==> src/rtl/bp_be_dual_mem_arbiter.sv <==
// Dual-issue memory arbiter: merges two pipe request streams onto one D$
// request port, keeps a credit count of in-flight requests and routes
// in-order responses back to the pipe that issued them.
module bp_be_dual_mem_arbiter #(
   parameter int unsigned data_width_p      = 64,
   parameter int unsigned max_outstanding_p = 4
) (
   input  logic                                   clk_i,
   input  logic                                   reset_i,

   input  logic                                   req1_v_i,
   input  logic [data_width_p-1:0]                req1_data_i,
   output logic                                   req1_ready_o,

   input  logic                                   req2_v_i,
   input  logic [data_width_p-1:0]                req2_data_i,
   output logic                                   req2_ready_o,

   input  logic                                   flush_i,

   output logic                                   mem_v_o,
   output logic [data_width_p-1:0]                mem_data_o,
   input  logic                                   mem_ready_i,

   input  logic                                   resp_v_i,
   input  logic [data_width_p-1:0]                resp_data_i,

   output logic                                   resp1_v_o,
   output logic                                   resp2_v_o,
   output logic [data_width_p-1:0]                resp_data_o,

   output logic [$clog2(max_outstanding_p):0]     outstanding_o,
   output logic                                   idle_o,
   output logic                                   spurious_resp_o
);

   localparam int unsigned ptr_w = $clog2(max_outstanding_p);
   localparam int unsigned cnt_w = ptr_w + 1;
   localparam int unsigned rsv_w = cnt_w + 1;

   typedef enum logic {
      ST_IDLE = 1'b0,
      ST_HOLD = 1'b1
   } state_e;

   state_e                          state_q, state_d;
   logic [data_width_p-1:0]         hold_q, hold_d;
   logic [cnt_w-1:0]                cnt_q, cnt_d;
   logic [ptr_w-1:0]                wptr_q, wptr_d;
   logic [ptr_w-1:0]                rptr_q, rptr_d;
   logic [max_outstanding_p-1:0]    src_q, src_d;

   logic [rsv_w-1:0]                reserved_c;
   logic                            room1_c, room2_c;
   logic                            issue_src_c;
   logic                            issue_c, pop_c;

   // Credits already committed: in flight plus a held pipe-2 request.
   always_comb begin
      reserved_c = rsv_w'(cnt_q) + rsv_w'(state_q == ST_HOLD);
      room1_c    = (reserved_c + rsv_w'(1)) <= rsv_w'(max_outstanding_p);
      room2_c    = (reserved_c + rsv_w'(2)) <= rsv_w'(max_outstanding_p);
   end

   // Next-state and request-side outputs; pipe 1 always goes out first.
   always_comb begin
      state_d      = state_q;
      hold_d       = hold_q;
      req1_ready_o = 1'b0;
      req2_ready_o = 1'b0;
      mem_v_o      = 1'b0;
      mem_data_o   = hold_q;
      issue_src_c  = 1'b1;
      unique case (state_q)
         ST_IDLE: begin
            if (!flush_i) begin
               req1_ready_o = mem_ready_i & room1_c;
               req2_ready_o = mem_ready_i & (req1_v_i ? room2_c : room1_c);
               mem_v_o      = (req1_v_i | req2_v_i) & room1_c;
               mem_data_o   = req1_v_i ? req1_data_i : req2_data_i;
               issue_src_c  = ~req1_v_i;
               if (req1_v_i & req2_v_i & req1_ready_o & req2_ready_o) begin
                  hold_d  = req2_data_i;
                  state_d = ST_HOLD;
               end
            end
         end
         ST_HOLD: begin
            mem_v_o = ~flush_i;
            if (flush_i | mem_ready_i) begin
               state_d = ST_IDLE;
            end
         end
         default: state_d = ST_IDLE;
      endcase
      if (reset_i) begin
         req1_ready_o = 1'b0;
         req2_ready_o = 1'b0;
         mem_v_o      = 1'b0;
      end
   end

   // Source FIFO, credit counter and response routing.
   always_comb begin
      issue_c         = mem_v_o & mem_ready_i;
      pop_c           = resp_v_i & (cnt_q != '0) & ~reset_i;
      resp1_v_o       = pop_c & ~src_q[rptr_q];
      resp2_v_o       = pop_c &  src_q[rptr_q];
      spurious_resp_o = resp_v_i & (cnt_q == '0) & ~reset_i;
      resp_data_o     = resp_data_i;
      outstanding_o   = cnt_q;
      idle_o          = (state_q == ST_IDLE) & (cnt_q == '0);

      src_d  = src_q;
      wptr_d = wptr_q;
      rptr_d = rptr_q;
      cnt_d  = cnt_q;
      if (issue_c) begin
         src_d[wptr_q] = issue_src_c;
         wptr_d        = wptr_q + ptr_w'(1);
      end
      if (pop_c) begin
         rptr_d = rptr_q + ptr_w'(1);
      end
      if (issue_c & ~pop_c) begin
         cnt_d = cnt_q + cnt_w'(1);
      end else if (~issue_c & pop_c) begin
         cnt_d = cnt_q - cnt_w'(1);
      end
   end

   // State registers.
   always_ff @(posedge clk_i or posedge reset_i) begin
      if (reset_i) begin
         state_q <= ST_IDLE;
         hold_q  <= '0;
         cnt_q   <= '0;
         wptr_q  <= '0;
         rptr_q  <= '0;
         src_q   <= '0;
      end else begin
         state_q <= state_d;
         hold_q  <= hold_d;
         cnt_q   <= cnt_d;
         wptr_q  <= wptr_d;
         rptr_q  <= rptr_d;
         src_q   <= src_d;
      end
   end

endmodule
==> config.mk <==
export PLATFORM = sky130hd
export DESIGN_NAME = bp_be_dual_mem_arbiter
export DESIGN_NICKNAME = d
export VERILOG_FILES = /design/src/rtl/bp_be_dual_mem_arbiter.sv
export SDC_FILE = /design/constraint.sdc
export NUM_CORES = 1
export LEC_CHECK = 0
export ABC_AREA = 1
export BUFFER_PORTS_ARGS = -buffer_cell sky130_fd_sc_hd__buf_2
export CAP_MARGIN = 30
export CORE_AREA = 2 2 130 132
export DETAILED_ROUTE_END_ITERATION = 16
export DIE_AREA = 0 0 132 134
export MAX_ROUTING_LAYER = met4
export PLACE_DENSITY = 0.75
export RECOVER_POWER = 100
export SLEW_MARGIN = 25
export SYNTH_ARGS = -nofsm -noshare
export SYNTH_HDL_FRONTEND = slang
export SYNTH_SLANG_ARGS = --single-unit
==> constraint.sdc <==
create_clock -name clk_i -period 3.15 [get_ports clk_i]
set_input_delay 0.315 -clock clk_i [delete_from_list [all_inputs] [get_ports clk_i]]
set_output_delay 0.315 -clock clk_i [all_outputs]
set_load 0.1 [all_outputs]
Yosys cells after proc, flatten, opt, wreduce, memory -nomap -nowiden:

Cells that the tools add are included.

* register bits after elaboration: 76
* output and inout port bits: 138
* logic and storage cells: 74
* input bits: 199

* $lt $le $gt $ge: 5
* add/sub/neg operators: 7
* muxes and demuxes: 26
* reduce and logical (&&, ||, !) cells: 5
* bitwise gates (word level): 25

Operator list (count)
* 64-bit two-way mux: 3
* 1-bit AND: 16
* 1-bit two-way mux: 16
* 4-bit by 3-bit less-or-equal comparator with 1-bit output (second input constant): 2
* 1-bit NOT: 7
* 2-bit by 3-bit < comparator with 1-bit output (second input constant): 2
* 3-bit two-way mux: 2
* 2-bit by 1-bit adder with 2-bit output (second input constant): 2
* 3-bit by 1-bit adder with 4-bit output: 1
* 4-bit by 1-bit adder with 4-bit output (second input constant): 1
* 4-bit by 2-bit adder with 4-bit output (second input constant): 1
* 4-bit bitwise mux: 1
* 1-bit case mux with 2 select lines: 2
* 3-bit by 1-bit adder with 3-bit output (second input constant): 1
* 3-bit logical NOT: 1
* 3-bit AND reduction: 1
* 3-bit nonzero test: 1
* 3-bit by 1-bit subtractor with 3-bit output (second input constant): 1
* 1-bit binary-select mux with 2-bit select: 1
* 1-bit demux with 2-bit select: 1
* 2-bit by 1-bit greater-or-equal comparator with 1-bit output (second input constant): 1
* 1-bit OR: 2
* 2-bit nonzero test: 1
* 1-bit logical AND: 1

Longest topological paths before layout:

* depth after elaboration: 12
* gate-level depth with buffers: 21
* gate-level depth less buffers: 21

Worst setup path before layout:

No wires, ideal clock.

* path kind: register to output
* from: register cnt_q[0], in the netlist outstanding_o[0]
* to: output port req2_ready_o
* cell stages (with the launch flop): 11
* data required time: 2.835 ns
* slack: -1.640 ns
* arrival time: 4.475 ns
* buffers on the path: 0
* cells stage by stage: dfrtp_1 ha_1 ha_1 nand2_1 nand2_1 inv_1 ha_1 a21boi_1 nor3b_4 o21ai_0 nor3_1

* word-level cells in the longest chain between the ends: 8
* elaborated cells on any way between the ends: 10
* classes of those cells: 3 x add/sub; 2 x order compare; 4 x mux; 1 x bitwise

RTL lines
* from (decl): RTL line 48 `logic [cnt_w-1:0] cnt_q, cnt_d;`
* from (signal assigned): RTL line 144 `cnt_q <= cnt_d;`
* 3-bit by 1-bit adder with 4-bit output (*): RTL line 60 `reserved_c = rsv_w'(cnt_q) + rsv_w'(state_q == ST_HOLD);`
* 4-bit by 1-bit adder with 4-bit output / 4-bit by 2-bit adder with 4-bit output (equally long branches): RTL line 61, 62
* 4-bit by 3-bit less-or-equal comparator with 1-bit output, on equally long branches: RTL line 61, 62
* 1-bit two-way mux (*): RTL line 78 `req2_ready_o = mem_ready_i & (req1_v_i ? room2_c : room1_c);`
* 1-bit AND (*): RTL line 78
* 1-bit two-way mux (*): RTL line 76 `if (!flush_i) begin`
* 1-bit two-way mux (*): RTL line 74 `unique case (state_q)`
* 1-bit two-way mux (*): RTL line 96 `if (reset_i) begin`
* to (decl): RTL line 17 `output logic req2_ready_o,`

Mark *: on every way between the ends. The rest lies on a longest branch, timed or not.

Worst setup path in the final report:

Same ends and word-level chain as after synthesis.

==> impl_metrics.yaml <==
sta:
  grt_setup_unrepaired: "false"
  worstMarginPinSlew_ns: 1.865
  max_slew_margin_pct: -24.35
  finalHoldViolCount: 0
  slew_violations: 77
  fin_crit_sh_pct: 94.12
  skew_ns: 0.008010
  period_needed_ns: 2.965
  fmax_mhz: 337.3
  setup_viol: 0
power:
  p_total_mw: 6.266
  p_per_area_nw_per_um2: 1011
  peakVddDrop_uv: 587.6
  power_leakage_nw: 3.084
routing:
  drt_first_iter_violations: 139
  drt-total-wl_um: 12810
  drc: 0
  vias: 4830
  first_pass_iters: 4
  wl_per_cell_um: 12.19
  route.antenna.remaining_nets: 0
  vias_per_cell: 4.596
floorplan:
  coreArea_um2: 16290
  die_w_um: 132
  pin_count: 337
  initial_core_util_pct: 31.91
  die_h_um: 134
  die-area_um2: 17690
  num_rows: 47
layout:
  synthToLayoutAreaGrowth_pct: 19.28
  drive_above_1_share_pct: 26.63
  finalNetCount: 1033
  nFillCells: 1780
  finish.utilization_pct: 38.07
synthesis:
  ys_seq_area_share_pct: 36.58
  synthAdderAreaFrac_pct: 2.310
  synth_edf_count: 0
  yosysTopAreaCell: "dfrtp_1"
  synth_mux_area_share_pct: 0.2166
  postSynthCellCount: 703
  syn-cell-area_um2: 5199
  synth_common_cells: "nor2_1, inv_1, dfrtp_1"
  synthDominantCellAreaShare_pct: 36.58
  synth_nets: 911
  synth-compound-area-share_pct: 22.14
  synth-simple-area-share_pct: 18.36
  synth.most_common_cell: "nor2_1"
  netlist_top_cells_area: "dfrtp_1, buf_4, nor2_1"
  ys_ff_latch: 76
  syn_area_per_cell_um2: 7.395
  yosys.cell_types.count: 31
  async_flop_share_pct: 100.0
  synth_top_family_by_area: "compound AO/OA/AOI/OAI gates"
  synth_ff_type: "dfrtp_1"
  yosys.area_share.xor_xnor_pct: 0.6739
  yosys_warnings: 0
grt:
  grt_overflow_total: 0
  use_met1_pct: 16.37
  gr-usage-met2_pct: 24.94
  grt_pass1_vias: 4549
  antenna_found_initial: 1
  grt_util_all_layers_pct: 14.97
  grt_max_degree: 77
  busiest_layer: "met2"
  grt_first_pass_wirelength_um: 20930
  grt_use_met3_pct: 4.497
worst_setup_path:
  crit_chain: "ha_4 > ha_4 > nand2_1 > nand2_1 > inv_1 > ha_2 > a21boi_1 > nor3b_4 > o21ai_0 > nor3_2 > buf_12"
  crit_fanout: 5
  critical_path_required_ns: 2.83
  worst_path_largest_cell_delay_ns: 0.52
  cp.arrival_ns: 2.65
  crit_type: "flip-flop to output pin"
  endpoint_kind: "output pin"
  r2r_start: "outstanding_o[0]$_DFFE_PP0P_"
  crit_slowest_cell: "dfrtp_4"
  worst-path-buf-inv: 2
  r2r_cells: 18
  ff2ff_setup_slack_ns: 0.21
  cp-start-kind: "flip-flop"
  r2r_end: "outstanding_o[1]$_DFFE_PP0P_"
  path_delay_family: "simple AND/OR/NAND/NOR gates"
  cp-startpoint: "outstanding_o[0]$_DFFE_PP0P_"
clocking:
  cts.sinks: 76
  hold_buffers: 0
  cts_setup_buffers: 0
  clk_pin_slew_ns: 0.06
  htree_num_levels: 3
  cts_buffers: 9
  clockBufferDepth: 2
  cts_tree: "done"
  ctsRootBufferMaster: "clkbuf_16"
  insertion_delay_ns: 0.34
  ctsResizeCount: 0
worst_hold_path:
  holdPathEnd: "state_q$_DFF_PP0_"
  min_from: "flush_i"
  hold_depth: 2
  hp-class: "input port to flip-flop"
status:
  violations: "max-capacitance violations, max-slew violations"
  status: "finished with violations"
run:
  cap_violations: 1
placed_design:
  place_hpwl_um: 9391
  routabilityCongestion: 0.7999
  port-buffer-count: 208
-- cell families (layout without fill, tap and decap cells) --
kind of cell / count (synthesis) / after routing
AO/OA/AOI/OAI: 198 / 198
XOR/XNOR: 4 / 4
adder cells (fa/ha/maj): 9 / 9
buffers and inverters: 188 / 315
flip-flops: 76 / 76
multiplexers: 1 / 1
other: 0 / 1
AND/OR/NAND/NOR: 227 / 227
-- layout make-up --
cell class,count,area [um2],share of cell area [%]
flip-flops and latches,76,1907,30.75
clock inverters,5,83.83,1.352
clock buffers,11,252.7,4.076
repair buffers,218,1077,17.37
diodes,1,2.502,0.04036
inverters,81,305.3,4.923
multi-input cells,439,2297,37.05
well taps,220,275.3,4.439
-- per-layer routing --
metal	share of wire (%)	wire length (um)
met3	7.3	941
met1	42	5387
met4	2.8	356
met5	0	0
met2	48	6122
-- where the power goes --
group          internal [mW]  leakage [nW]  switching (mW)  total (mW)
combinational          0.702          2.04            2.80        3.51
clock                  0.738         0.158           0.399        1.14
sequential              1.40         0.890           0.221        1.62
-- registers in the layout, summed over array words and instances (netlist names) --
register       flops
state_q            1
rptr_q             2
src_q              4
hold_q            64
wptr_q             2
outstanding_o      3
-- through the flow --
stage          instance area [um2]  TNS (ns)  setup WS, ns  hold slack (ns)  std cells
2_1_floorplan                 5271    -1.112       -0.3821           0.4132        703
3_3_place_gp                  6007         0        0.3440           0.4590       1033
3_5_place_dp                  6007         0        0.2508           0.4612       1033
4_1_cts                       6344         0        0.1464           0.1988       1049
5_1_grt                       6201         0       0.01570           0.2157       1051
6_report                      6201         0        0.1853           0.2249       1051
-- how the worst max path moves through the flow --
stage,end,slack [ns],depth (start not counted)
detailed placement,outstanding_o[1]$_DFFE_PP0P_,0.25,18
global placement,outstanding_o[1]$_DFFE_PP0P_,0.34,18
global route,outstanding_o[2]$_DFFE_PP0P_,0.02,21
CTS,req2_ready_o,0.15,11
finish,req2_ready_o,0.19,11
floorplan,outstanding_o[1]$_DFFE_PP0P_,-0.38,18
-- layout by cell type (no fill, tap or decap), types with 2 or more instances in the layout --
cell	Yosys	final
xor2_1	3	3
buf_4	70	4
nor2_2	11	8
ha_1	8	4
dfrtp_1	76	74
inv_2	2	4
buf_12	0	3
o22ai_1	31	31
a21oi_2	30	24
clkinvlp_4	0	2
clkbuf_16	0	9
nand4_1	9	9
o21ai_0	65	97
buf_6	7	2
clkbuf_2	0	6
a21oi_1	36	41
nand2_1	67	66
ha_4	0	2
nand3_1	5	5
buf_2	3	135
nor3_2	1	3
inv_1	79	76
ha_2	0	2
clkbuf_8	0	2
nor2_1	129	131
bufinv_16	0	2
clkbuf_1	22	67
(Power assumes the default switching activity.)
